`config.mk`:
```
export PLATFORM = sky130hd
export DESIGN_NAME = serial_magnitude_comparator
export DESIGN_NICKNAME = d
export VERILOG_FILES = /design/src/rtl/serial_magnitude_comparator.sv
export SDC_FILE = /design/constraint.sdc
export NUM_CORES = 1
export LEC_CHECK = 0
export BUFFER_PORTS_ARGS = -buffer_cell sky130_fd_sc_hd__buf_2
export CAP_MARGIN = 20
export CORE_MARGIN = 2
export CORE_UTILIZATION = 55
export DETAILED_ROUTE_END_ITERATION = 8
export GPL_ROUTABILITY_DRIVEN = 0
export PLACE_DENSITY = 0.86
export SYNTH_ARGS = -nofsm -noshare
export SYNTH_HDL_FRONTEND = slang
export SYNTH_SLANG_ARGS = --single-unit
```
`constraint.sdc`:
```
create_clock -name clk -period 5.2 [get_ports clk]
set_input_delay 0.78 -clock clk [delete_from_list [all_inputs] [get_ports clk]]
set_output_delay 0.78 -clock clk [all_outputs]
set_load 0.02 [all_outputs]
```
`src/rtl/serial_magnitude_comparator.sv`:
```
// Multi-cycle WIDTH-bit magnitude comparator: walks CHUNK-bit slices MSB-first,
// optionally stopping at the first differing slice. Start/busy/done handshake.
module serial_magnitude_comparator #(
    parameter int unsigned WIDTH      = 16,
    parameter int unsigned CHUNK      = 4,
    parameter int unsigned EARLY_EXIT = 1
) (
    input  logic                               clk,
    input  logic                               rst_n,
    input  logic                               start,
    input  logic                               signed_mode,
    input  logic [WIDTH-1:0]                   a,
    input  logic [WIDTH-1:0]                   b,
    output logic                               busy,
    output logic                               done,
    output logic                               a_eq_b,
    output logic                               a_gt_b,
    output logic                               a_lt_b,
    output logic [$clog2(WIDTH/CHUNK+1)-1:0]   chunks_used
);

    localparam int unsigned NCHUNK = WIDTH / CHUNK;
    localparam int unsigned CU_W   = $clog2(NCHUNK + 1);
    localparam int unsigned IDX_W  = (NCHUNK > 1) ? $clog2(NCHUNK) : 1;
    localparam logic [WIDTH-1:0] MSB_MASK = WIDTH'(1) << (WIDTH - 1);

    typedef enum logic [1:0] {
        S_IDLE = 2'd0,
        S_CMP  = 2'd1,
        S_DONE = 2'd2
    } state_t;

    state_t           state;
    state_t           state_nxt;

    logic [WIDTH-1:0] a_q;
    logic [WIDTH-1:0] b_q;
    logic [IDX_W-1:0] idx;
    logic             diff_seen;
    logic             diff_gt;

    logic [CHUNK-1:0] chunk_a;
    logic [CHUNK-1:0] chunk_b;
    logic             chunk_diff;
    logic             chunk_gt;
    logic             any_diff;
    logic             first_gt;
    logic             finish_cmp;

    assign chunk_a = a_q[idx*CHUNK +: CHUNK];
    assign chunk_b = b_q[idx*CHUNK +: CHUNK];

    // The earliest (most significant) difference decides the ordering.
    always_comb begin
        chunk_diff = (chunk_a != chunk_b);
        chunk_gt   = (chunk_a > chunk_b);
        any_diff   = diff_seen || chunk_diff;
        first_gt   = diff_seen ? diff_gt : chunk_gt;
        finish_cmp = ((EARLY_EXIT != 0) && chunk_diff) || (idx == '0);
    end

    always_ff @(posedge clk or negedge rst_n) begin
        if (!rst_n) begin
            state <= S_IDLE;
        end else begin
            state <= state_nxt;
        end
    end

    always_comb begin
        state_nxt = state;
        case (state)
            S_IDLE:  if (start) state_nxt = S_CMP;
            S_CMP:   if (finish_cmp) state_nxt = S_DONE;
            S_DONE:  state_nxt = S_IDLE;
            default: state_nxt = S_IDLE;
        endcase
    end

    assign busy = (state == S_CMP);
    assign done = (state == S_DONE);

    // Signed operands get their MSB flipped at capture so the unsigned walk orders them.
    always_ff @(posedge clk or negedge rst_n) begin
        if (!rst_n) begin
            a_q         <= '0;
            b_q         <= '0;
            idx         <= '0;
            diff_seen   <= 1'b0;
            diff_gt     <= 1'b0;
            a_eq_b      <= 1'b0;
            a_gt_b      <= 1'b0;
            a_lt_b      <= 1'b0;
            chunks_used <= '0;
        end else begin
            case (state)
                S_IDLE: begin
                    if (start) begin
                        a_q         <= signed_mode ? (a ^ MSB_MASK) : a;
                        b_q         <= signed_mode ? (b ^ MSB_MASK) : b;
                        idx         <= IDX_W'(NCHUNK - 1);
                        diff_seen   <= 1'b0;
                        diff_gt     <= 1'b0;
                        a_eq_b      <= 1'b0;
                        a_gt_b      <= 1'b0;
                        a_lt_b      <= 1'b0;
                        chunks_used <= '0;
                    end
                end
                S_CMP: begin
                    chunks_used <= chunks_used + CU_W'(1);
                    if (finish_cmp) begin
                        a_eq_b <= !any_diff;
                        a_gt_b <= any_diff && first_gt;
                        a_lt_b <= any_diff && !first_gt;
                    end else begin
                        idx <= idx - IDX_W'(1);
                        if (chunk_diff && !diff_seen) begin
                            diff_seen <= 1'b1;
                            diff_gt   <= chunk_gt;
                        end
                    end
                end
                default: ;
            endcase
        end
    end

endmodule

```
# Yosys cells after proc, flatten, opt, wreduce, memory -nomap -nowiden
# Cells that the tools add are included.
totals:
  inputBits: 36
  register_bits: 44
  word_cells: 65
  output_inout_bits: 8
op_classes:
  n_mux: 24
  eq_ne: 7
  n_lt_le_gt_ge: 1
  reduce_logical: 17
  n_shift: 2
  bitwise_logic: 2
  addsub: 2
ops:
  columns: ["operator", "count"]
  rows:
  - ["16-bit 2-to-1 mux", 2]
  - ["16-bit by 5-bit variable part select with 4-bit output", 2]
  - ["1-bit case mux with 2 select lines", 5]
  - ["1-bit 2-to-1 mux", 9]
  - ["2-bit 2-to-1 mux", 4]
  - ["2-bit case mux with 2 select lines", 2]
  - ["3-bit case mux with 2 select lines", 1]
  - ["2-bit AND reduction", 3]
  - ["3-bit AND reduction", 2]
  - ["4-bit greater-than comparator", 1]
  - ["2-bit zero test", 2]
  - ["2-bit by 1-bit != test with 1-bit output (second input constant)", 2]
  - ["2-bit != test (second input constant)", 2]
  - ["4-bit != test", 1]
  - ["4-bit AND reduction", 1]
  - ["3-bit by 1-bit adder with 3-bit output (second input constant)", 1]
  - ["1-bit logical AND", 3]
  - ["1-bit zero test", 3]
  - ["3-bit 2-to-1 mux", 1]
  - ["2-bit by 1-bit == test with 1-bit output (second input constant)", 1]
  - ["2-bit == test (second input constant)", 1]
  - ["1-bit logical OR", 2]
  - ["1-bit inverter", 2]
  - ["2-bit nonzero test", 1]
  - ["2-bit by 1-bit subtractor with 2-bit output (second input constant)", 1]

# Depth between registers and ports, before layout
# Gate-level depths: netlist of the first run.
depth:
  depth_word: 7
  ltp_mapped: 8
  mapped_depth_nobuf: 7

# Worst setup path after synthesis of the first run
# OpenSTA, ideal clock, no wires.
synth_timing:
  path_kind: "register to register"
  start: "reg idx[0]"
  end: "reg a_gt_b"
  path_stages_with_launch: 8
  required_ps: 5078
  period_less_slack_ps: 2288
  t_arrival_ps: 2166
  slack_ps: 2912
  n_path_buf: 1
  path_cell_list: "dfrtp_1 > buf_2 > mux4_2 > ha_1 > o21ai_0 > a21oi_1 > or3_1 > a32o_1"
synth_between:
  elab_chain_cells: 6
  word_cells_on_any_way: 13
  cone_classes: "order compare (1); eq/ne (2); shift (2); mux (3); reduce/logical (5)"
synth_lines:
  columns: ["element", "line", "source"]
  rows:
  - ["start, declared", "38", "logic [IDX_W-1:0] idx;"]
  - ["start signal, assigned", "101", "idx <= IDX_W'(NCHUNK - 1);"]
  - ["start signal, assigned", "117", "idx <= idx - IDX_W'(1);"]
  - ["16-bit by 5-bit variable part select with 4-bit output, on equally long branches", "50, 51", null]
  - ["4-bit greater-than comparator or 4-bit != test (tied branches)", "56, 55", null]
  - ["1-bit 2-to-1 mux or 1-bit logical OR (tied branches)", "58, 57", null]
  - ["1-bit logical AND", "114", "a_gt_b <= any_diff && first_gt;"]
  - ["1-bit 2-to-1 mux", "112", "if (finish_cmp) begin"]
  - ["1-bit case mux with 2 select lines", "96", "case (state)"]
  - ["end signal, assigned", "114", null]
  - ["end, declared", "17", "output logic a_gt_b,"]
# Several ways; a longest one is shown, not always the timed one. The select of a mux whose other input is x is not followed.
# A chain may end at the register's enable or synchronous reset.

# Final worst setup path of the first run
# Ends and elaborated chain as after synthesis.

==> results of run 1 <==
==> routing by layer <==
layer  vias to the layer above  share of wire (%)  GRT usage [%]
li1                        613                  -              -
met1                       649                 40           25.3
met2                        38                 54           36.1
met3                         5                4.5           5.21
met4                         0                1.5           6.38
met5                         -                  0              0
==> state kept, by name, indices dropped and copies added (netlist names) <==
name,count
idx,2
diff_seen,1
a_lt_b,1
a_eq_b,1
state,2
b_q,16
a_gt_b,1
a_q,16
diff_gt,1
chunks_used,3
==> path summary, 6_finish.rpt <==
kind,start,endpoint,depth (start not counted)
min in group asynchronous,rst_n,chunks_used[1],1
max,idx[0],a_gt_b,6
max in group asynchronous,rst_n,idx[0],1
max reg2reg,idx[0],a_gt_b,6
min,diff_gt,diff_gt,1
min reg2reg,diff_gt,diff_gt,1
==> synth_stat cells <==
library cell and instances:
a21o_1 1, a21oi_1 6, a22o_1 2, a32o_1 1, buf_2 4, buf_4 1
buf_6 1, dfrtp_1 44, ha_1 6, inv_1 8, mux2_1 1, mux2_2 29
mux2i_1 2, mux4_2 8, nand2_1 3, nand2b_1 3, nand4_1 1, nor2_1 8
nor2b_1 3, nor3_1 2, nor3_2 1, nor3b_2 1, o21ai_0 3, o21bai_1 1
o31ai_1 2, or2_1 1, or3_1 1, xnor2_1 2
==> cell families (layout without fill, tap and decap cells) <==
group | count (synthesis) | after routing | share of synthesized area (%)
compound gates | 16 | 16 | 5.05
xor+xnor | 2 | 2 | 0.862
simple gates | 24 | 24 | 6.40
fa+ha+maj | 6 | 6 | 3.69
flops | 44 | 44 | 54.2
mux | 40 | 40 | 26.5
buf+inv | 14 | 60 | 3.38
==> stage by stage <==
stage	instance area [sq um]	total power, uW	hold slack (ns)	utilization (%)
2_1_floorplan	2030	1020	0.452	-
6_report	2440	1510	0.506	67.7
3_3_place_gp	2280	1120	0.480	63.3
4_1_cts	2440	1520	0.512	67.7
3_5_place_dp	2280	1170	0.479	63.3
5_1_grt	2440	1620	0.525	67.7
==> final cells by class <==
type / instances / area, sq um / share of cell area, %
sequential: 44 / 1100 / 45.1
multi-input combinational: 88 / 870 / 35.6
clock inverter: 3 / 90.1 / 3.69
tap: 48 / 60.1 / 2.46
timing repair buffer: 44 / 223 / 9.12
inverter: 8 / 30.0 / 1.23
clock buffer: 5 / 68.8 / 2.82
==> power groups by stage <==
| stage | combinational, uW | sequential (uW) | clock, uW |
|---|---|---|---|
| after CTS | 560 | 603 | 358 |
| after detailed placement | 555 | 610 | 0 |
| final | 553 | 601 | 352 |
| after global routing | 615 | 625 | 376 |
| after floorplan | 447 | 578 | 0 |
| after global placement | 522 | 600 | 0 |
==> placed cells by master, fill, tap and decap left out, types with 2 or more instances in the layout <==
master,synthesis,final
a21oi_1,6,6
clkbuf_8,0,5
mux4_2,8,8
mux2i_1,2,2
dfrtp_1,44,44
nor2_1,8,8
o21ai_0,3,3
mux2_2,29,29
xnor2_1,2,2
nand2_1,3,3
buf_2,4,43
a22o_1,2,2
inv_1,8,8
ha_1,6,6
bufinv_16,0,3
nor3_1,2,2
nor2b_1,3,3
o31ai_1,2,2
nand2b_1,3,3
==> critical path: cells and delay by family, from the launching register on <==
kind	cells	cell delay (ns)
AO/OA/AOI/OAI	3	0.51
AND/OR/NAND/NOR	1	0.31
multiplexers	1	0.57
adder cells (fa/ha/maj)	1	0.32
flip-flops	1	0.70
==> flow_metrics.tcl, run 1 <==
set metrics [dict create \
    finalNonFillerCells 240 \
    hold_viol 0 \
    clk_pin_slew_worst_paths_ns 0.08 \
    first_pass_iters 4 \
    yosys_warnings 0 \
    drv_slew 0 \
    drive_gt1_share_pct 47.4 \
    dieArea_sq_um 4200 \
    reg2reg_slack_ns 2.69 \
    end_kind "register" \
    antennaDiodeCount 0 \
    crit_path_max_fanout 11 \
    grt.overflow.total 0 \
    drc 0 \
    ys_seq_elements 44 \
    synth_top_cell_area_share_pct 54.2 \
    path_cells "mux4_2 > ha_1 > o21ai_0 > a21oi_1 > or3_1 > a32o_1" \
    clock_skew_ns 0.00273 \
    nFillCells 279 \
    worst_pin_slew_ns 0.934 \
    cts_resized 0 \
    area_delta_synth_final_pct 20.1 \
    arrival_ns 2.70 \
    period_minus_slack_ns 2.51 \
    synth_area_per_cell_sq_um 13.9 \
    cts_root_buffer "clkbuf_8" \
    p_int_uw 1050 \
    wirelength_um 3650 \
    crit_required_ns 5.38 \
    p_leak_uw 0.00116 \
    critPathLaunchType "register" \
    slew_headroom_pct 37.7 \
    seq_power_share_pct 39.9 \
    yosysTopAreaCell "dfrtp_1" \
    pin_count 44 \
    grt_pass1_wl_um 6510 \
    die_w_um 64.8 \
    placed_cells 232 \
    syn_area_sq_um 2030 \
    cts_tree "yes" \
    period_share_pct 48.3 \
    vias 1305 \
    initial_core_util_pct 56.4 \
    dp_slack_ns 2.66 \
    numClockSinks 44 \
    postLayoutSetupSlackWorst_ns 2.69 \
    power_density_nw_per_um2 617 \
    postSynthCellCount 146 \
    synth.area.top_cells "dfrtp_1 54%, mux2_2 16%, mux4_2 8.9%, ha_1 3.7%, a21oi_1 1.5%" \
    clock_latency_ns 0.29 \
    grt_pass1_vias 1422 \
    post-dp-hpwl_um 2650 \
    yosysSeqAreaShare_pct 54.2 \
    ys_types 28 \
    min_path_type "register to register" \
    fmax_mhz 398 \
    final_nets 233 \
    post-cts-setup-buffers 0 \
    power.share.clock_pct 23.4 \
    grt_max_degree 45 \
    switching_share_pct 30.4 \
    status "completed" \
    synth_nets 188 \
    num_rows 22 \
    die_h_um 64.8 \
    drt-wirelength-per-cell_um 15.2 \
    routed_via_density 5.44 \
    htree_levels 2 \
    first_iter_violations 41 \
    cts_buffers 5 \
    peakVddDrop_uv 327 \
    cts_buffer_depth 2 \
    critPathMaxStageDelay_ns 0.70 \
    p_switching_uw 457 \
    placement.io_buffers 43 \
    antenna_found_initial 0 \
    track_usage_pct 20.7 \
    critPathSlowestCell "dfrtp_1" \
    crit_type "register to register" \
    rsz0062_at_grt "false" \
    postCtsHoldBufs 0 \
    p_comb_share_pct 36.7 \
    setup_viol 0 \
    finalSetupTns_ns 0 \
    ant_nets 0 \
    core_area_sq_um 3610 \
    drv_cap 0 \
]
Power figures use the tool's default switching activity.
==> inputs of run 2 (changes only) <==
Settings changed: CORE_UTILIZATION 55 to 53, PLACE_DENSITY 0.86 to 0.83.
Clock period 5.2 ns to 2.5 ns, I/O delays scaled along.
==> run 2 against run 1 <==
Power grew 98%. Flip-flop and latch count is the same. Sequential share of layout area is 0.57 points higher. Wire length is 0.14% higher. Setup slack worse by 2.5 ns. Clock-buffer cell count grew 1. Clock skew increased by 0.0080 ns. Non-clock buffer count increased by 3. Combinational power grew 120%. Largest power group unchanged. Worst hold slack worse by 0.28 ns.
==> flow_metrics.tcl, run 2 (same netlist as run 1, synthesis figures left out) <==
set metrics [dict create \
    critPathLaunch "idx[0]" \
    initial_core_util_pct 55.5 \
    grt_max_degree 45 \
    cts_buffer_depth 2 \
    clock_skew_ns 0.0107 \
    post-cts-setup-buffers 0 \
    dp_slack_ns 0.111 \
    switching_share_pct 32.7 \
    status "completed" \
    num_rows 22 \
    cts_root_buffer "clkbuf_8" \
    period_share_pct 91.1 \
    critPathLaunchType "register" \
    post-dp-hpwl_um 2620 \
    first_pass_iters 4 \
    clk_pin_slew_worst_paths_ns 0.08 \
    cts_resized 0 \
    placement.io_buffers 43 \
    reg2reg_depth 7 \
    crit_family "multiplexers" \
    p_int_uw 2010 \
    antennaDiodeCount 0 \
    cts_tree "yes" \
    path_buf_inv 1 \
    reg.largest.list "a_q: 16 flops, b_q: 16 flops, chunks_used: 3 flops" \
    worstReg2RegStart "idx[0]" \
    clock_latency_ns 0.30 \
    antenna_found_initial 0 \
    routed_via_density 5.34 \
    p_switching_uw 973 \
    drv_cap 0 \
    crit_path_max_fanout 8 \
    reg2reg_to "a_gt_b" \
    fmax_mhz 439 \
    period_minus_slack_ns 2.28 \
    mostFrequentLayoutCells "43 x dfrtp_1, 43 x buf_2, 29 x mux2_2" \
    met3_usage_pct 5.96 \
    drv_slew 0 \
    reg2reg_slack_ns 0.22 \
    cts_buffers 5 \
    final_nets 236 \
    utilization_pct 66.0 \
    p_leak_uw 0.00115 \
    worst_pin_slew_ns 0.945 \
    critPathSlowestCell "mux4_2" \
    grt_pass1_vias 1416 \
    grt_pass1_wl_um 6420 \
    first_iter_violations 57 \
    hold_viol 0 \
    min_path_type "input port to async pin" \
    postCtsHoldBufs 0 \
    met2_usage_pct 34.7 \
    crit_required_ns 2.69 \
    power.share.clock_pct 17.7 \
    rsz0062_at_grt "false" \
    slew_headroom_pct 37.0 \
    vias 1298 \
    die_h_um 65.9 \
    end_kind "register" \
    nFillCells 267 \
    pin_count 44 \
    cp_num_cells 7 \
    finalSetupTns_ns 0 \
    ant_nets 0 \
    drive_gt1_share_pct 48.2 \
    drc 0 \
    numClockSinks 44 \
    area_delta_synth_final_pct 18.8 \
    path_cells "buf_4 > mux4_2 > ha_1 > nand2b_1 > a21oi_1 > or3_1 > a32o_1" \
    p_comb_share_pct 40.3 \
    track_usage_pct 20.2 \
    setup_viol 0 \
    htree_levels 2 \
    die_w_um 65.9 \
    critPathMaxStageDelay_ns 0.49 \
    postLayoutSetupSlackWorst_ns 0.222 \
    power_density_nw_per_um2 1230 \
    grt.busiest_layer "met2" \
    grt.overflow.total 0 \
    drt-wirelength-per-cell_um 15.0 \
    dieArea_sq_um 4350 \
    gr-usage-met1_pct 24.3 \
    wirelength_um 3650 \
    core_area_sq_um 3660 \
    seq_power_share_pct 42.0 \
    peakVddDrop_uv 576 \
    finalPower_uw 2980 \
    arrival_ns 2.47 \
    crit_type "register to register" \
    holdWs_ns 0.221 \
    critPathCapture "a_gt_b" \
]
## run 2: cell types whose count changed in the layout (fill, tap and decap cells not counted), sizes merged
cell | previous run | this run
buf | 44 | 47
bufinv | 3 | 1
clkbuf | 5 | 6
clkinv | 0 | 1
## run 2: area by class of cell
cell class | count | area (sq um) | area share, %
Sequential cell | 44 | 1100 | 45.6
Clock buffer | 6 | 72.6 | 3.01
Clock inverter | 2 | 35.0 | 1.45
Timing Repair Buffer | 47 | 245 | 10.2
Tap cell | 48 | 60.1 | 2.49
Multi-Input combinational cell | 88 | 870 | 36.0
Inverter | 8 | 30.0 | 1.24
## run 2: power groups by stage
stage / clock [uW] / sequential [uW] / combinational [uW]
after floorplan: 0 / 1200 / 931
after global placement: 0 / 1240 / 1120
after detailed placement: 0 / 1260 / 1200
after CTS: 540 / 1250 / 1210
after global routing: 574 / 1290 / 1330
final: 526 / 1250 / 1200
## run 2: worst min-delay path by stage
stage          startpoint  endpoint
6_report            rst_n  state[0]
5_1_grt              a[7]    a_q[7]
4_1_cts             rst_n  state[0]
3_5_place_dp      a_q[11]   a_q[11]
3_3_place_gp      diff_gt   diff_gt
2_1_floorplan       rst_n    a_eq_b
## run 2: per-stage QoR
step	cell area, sq um	std cells
after floorplan	2030	146
after global placement	2310	235
after detailed placement	2310	235
after CTS	2410	243
after global routing	2410	243
final	2410	243
## run 2: layer usage
metal / vias up / wire length (um)
met5: - / 0
met4: 0 / 64
met3: 7 / 197
met2: 38 / 1910
met1: 635 / 1480
li1: 618 / -
## run 2: worst register-to-register path: stages (launching register included)
cell,delay [ns]
dfrtp_2,0.47
buf_4,0.16
mux4_2,0.49
ha_1,0.33
nand2b_1,0.08
a21oi_1,0.07
or3_1,0.32
a32o_1,0.26
==> inputs of run 3 (changes only) <==
==> constraint.sdc (replaced) <==
create_clock -name clk -period 2.5 [get_ports clk]
set_input_delay 0.125 -clock clk [delete_from_list [all_inputs] [get_ports clk]]
set_output_delay 0.125 -clock clk [all_outputs]
set_load 0.02 [all_outputs]
==> run 3 against run 2 <==
Core utilization rose by 0.27 points. Critical path type unchanged. Non-clock buffer count increased by 1. Worst hold slack got worse by 0.18 ns. Clock-buffer cell count unchanged. Flip-flop and latch count is the same. Register-to-register slack about the same. First-iteration DRC count shrank 12%. Clock power about the same.
==> flow_metrics.tcl, run 3 (same netlist as run 1, synthesis figures left out) <==
set metrics [dict create \
    num_rows 22 \
    critPathLaunchType "register" \
    grt.overflow.total 0 \
    dieArea_sq_um 4350 \
    hold_viol 0 \
    pin_count 44 \
    drv_cap 0 \
    fmax_mhz 439 \
    post-dp-hpwl_um 2620 \
    mostFrequentLayoutCells "43 x dfrtp_1, 43 x buf_2, 29 x mux2_2" \
    final_nets 237 \
    peakVddDrop_uv 576 \
    reg.largest.list "a_q: 16 flops, b_q: 16 flops, chunks_used: 3 flops" \
    period_minus_slack_ns 2.28 \
    worstReg2RegStart "idx[0]" \
    numClockSinks 44 \
    period_share_pct 91.1 \
    holdCritStartpoint "a[11]" \
    clock_skew_ns 0.0107 \
    dp_slack_ns 0.111 \
    post-cts-setup-buffers 0 \
    finalNonFillerCells 244 \
    utilization_pct 66.2 \
    routed_via_density 5.33 \
    vias 1300 \
    placed_cells 235 \
    min_path_type "input port to register" \
    grt_pass1_vias 1416 \
    worst_pin_slew_ns 0.946 \
    wirelength_um 3660 \
    track_usage_pct 20.2 \
    grt_pass1_wl_um 6420 \
    initial_core_util_pct 55.5 \
    core_area_sq_um 3660 \
    clk_pin_slew_worst_paths_ns 0.08 \
    cts_buffer_depth 2 \
    end_kind "register" \
    first_iter_violations 50 \
    drc 0 \
    drt-wirelength-per-cell_um 15.0 \
    crit_type "register to register" \
    crit_required_ns 2.69 \
    die_h_um 65.9 \
    rsz0062_at_grt "false" \
    ant_nets 0 \
    critPathLaunch "idx[0]" \
    antenna_found_initial 0 \
    die_w_um 65.9 \
    area_delta_synth_final_pct 19.3 \
    grt_max_degree 45 \
    htree_levels 2 \
    status "completed" \
    p_leak_uw 0.00115 \
    crit_path_max_fanout 8 \
    postLayoutSetupSlackWorst_ns 0.222 \
    drive_gt1_share_pct 48.0 \
    drv_slew 0 \
    slew_headroom_pct 36.9 \
    power_density_nw_per_um2 1230 \
    antennaDiodeCount 0 \
    cts_tree "yes" \
    finalSetupTns_ns 0 \
    cts_buffers 5 \
    cts_root_buffer "clkbuf_8" \
    clock_latency_ns 0.30 \
    setup_viol 0 \
    arrival_ns 2.47 \
    first_pass_iters 4 \
    placement.io_buffers 43 \
]
-- run 3: cell types whose count changed in the layout (fill, tap and decap cells not counted), sizes merged --
cell	previous run	this run
dlygate4sd3	0	1
-- run 3: power breakdown --
group | total (uW) | switching, uW | internal [uW]
Combinational | 1200 | 524 | 678
Clock | 526 | 230 | 296
Sequential | 1250 | 219 | 1030
-- run 3: final cells by class --
type / instances / area, sq um
clock inverter: 2 / 35.0
sequential: 44 / 1100
timing repair buffer: 48 / 255
fill: 266 / 1240
multi-input combinational: 88 / 870
tap: 48 / 60.1
inverter: 8 / 30.0
clock buffer: 6 / 72.6
-- run 3: worst paths after layout --
path	depth (start not counted)	endpoint	slack, ns
worst min register to register	1	a_q[11]	0.49
worst max register to register	7	a_gt_b	0.22
worst min-delay path	2	a_q[11]	0.04
worst max-delay path	7	a_gt_b	0.22
max in group asynchronous	2	idx[0]	1.34
min in group asynchronous	2	state[0]	0.52
-- run 3: what timing repair did --
item                                   in CTS  in global routing
hold buffers                                1                  0
endpoints found under the hold margin      10                  0
gates resized for setup                     0                  1
setup endpoints to repair                   0                  3
-- run 3: metal layers --
metal / wire, um / part of all wire, % / vias to the layer above / global-route usage, %
met4: 64 / 1.7 / 0 / 7.14
met1: 1490 / 41 / 635 / 24.3
met5: 0 / 0 / - / 0
met2: 1910 / 52 / 38 / 34.7
li1: - / - / 620 / -
met3: 192 / 5.2 / 7 / 5.96
-- run 3: critical path, stage by stage, from the launching register on --
cell and delay [ns]:
dfrtp_2 0.47, buf_4 0.16, mux4_2 0.49, ha_1 0.33, nand2b_1 0.08, a21oi_1 0.07
or3_1 0.32, a32o_1 0.26
-- run 3: metrics by stage --
step | instance area (sq um) | hold WS, ns | power, uW
after CTS | 2420 | 0.0424 | 3000
after global placement | 2310 | 0.292 | 2370
after detailed placement | 2310 | 0.322 | 2460
final | 2420 | 0.0429 | 2980
after floorplan | 2030 | -0.171 | 2130
after global routing | 2420 | 0.0417 | 3190
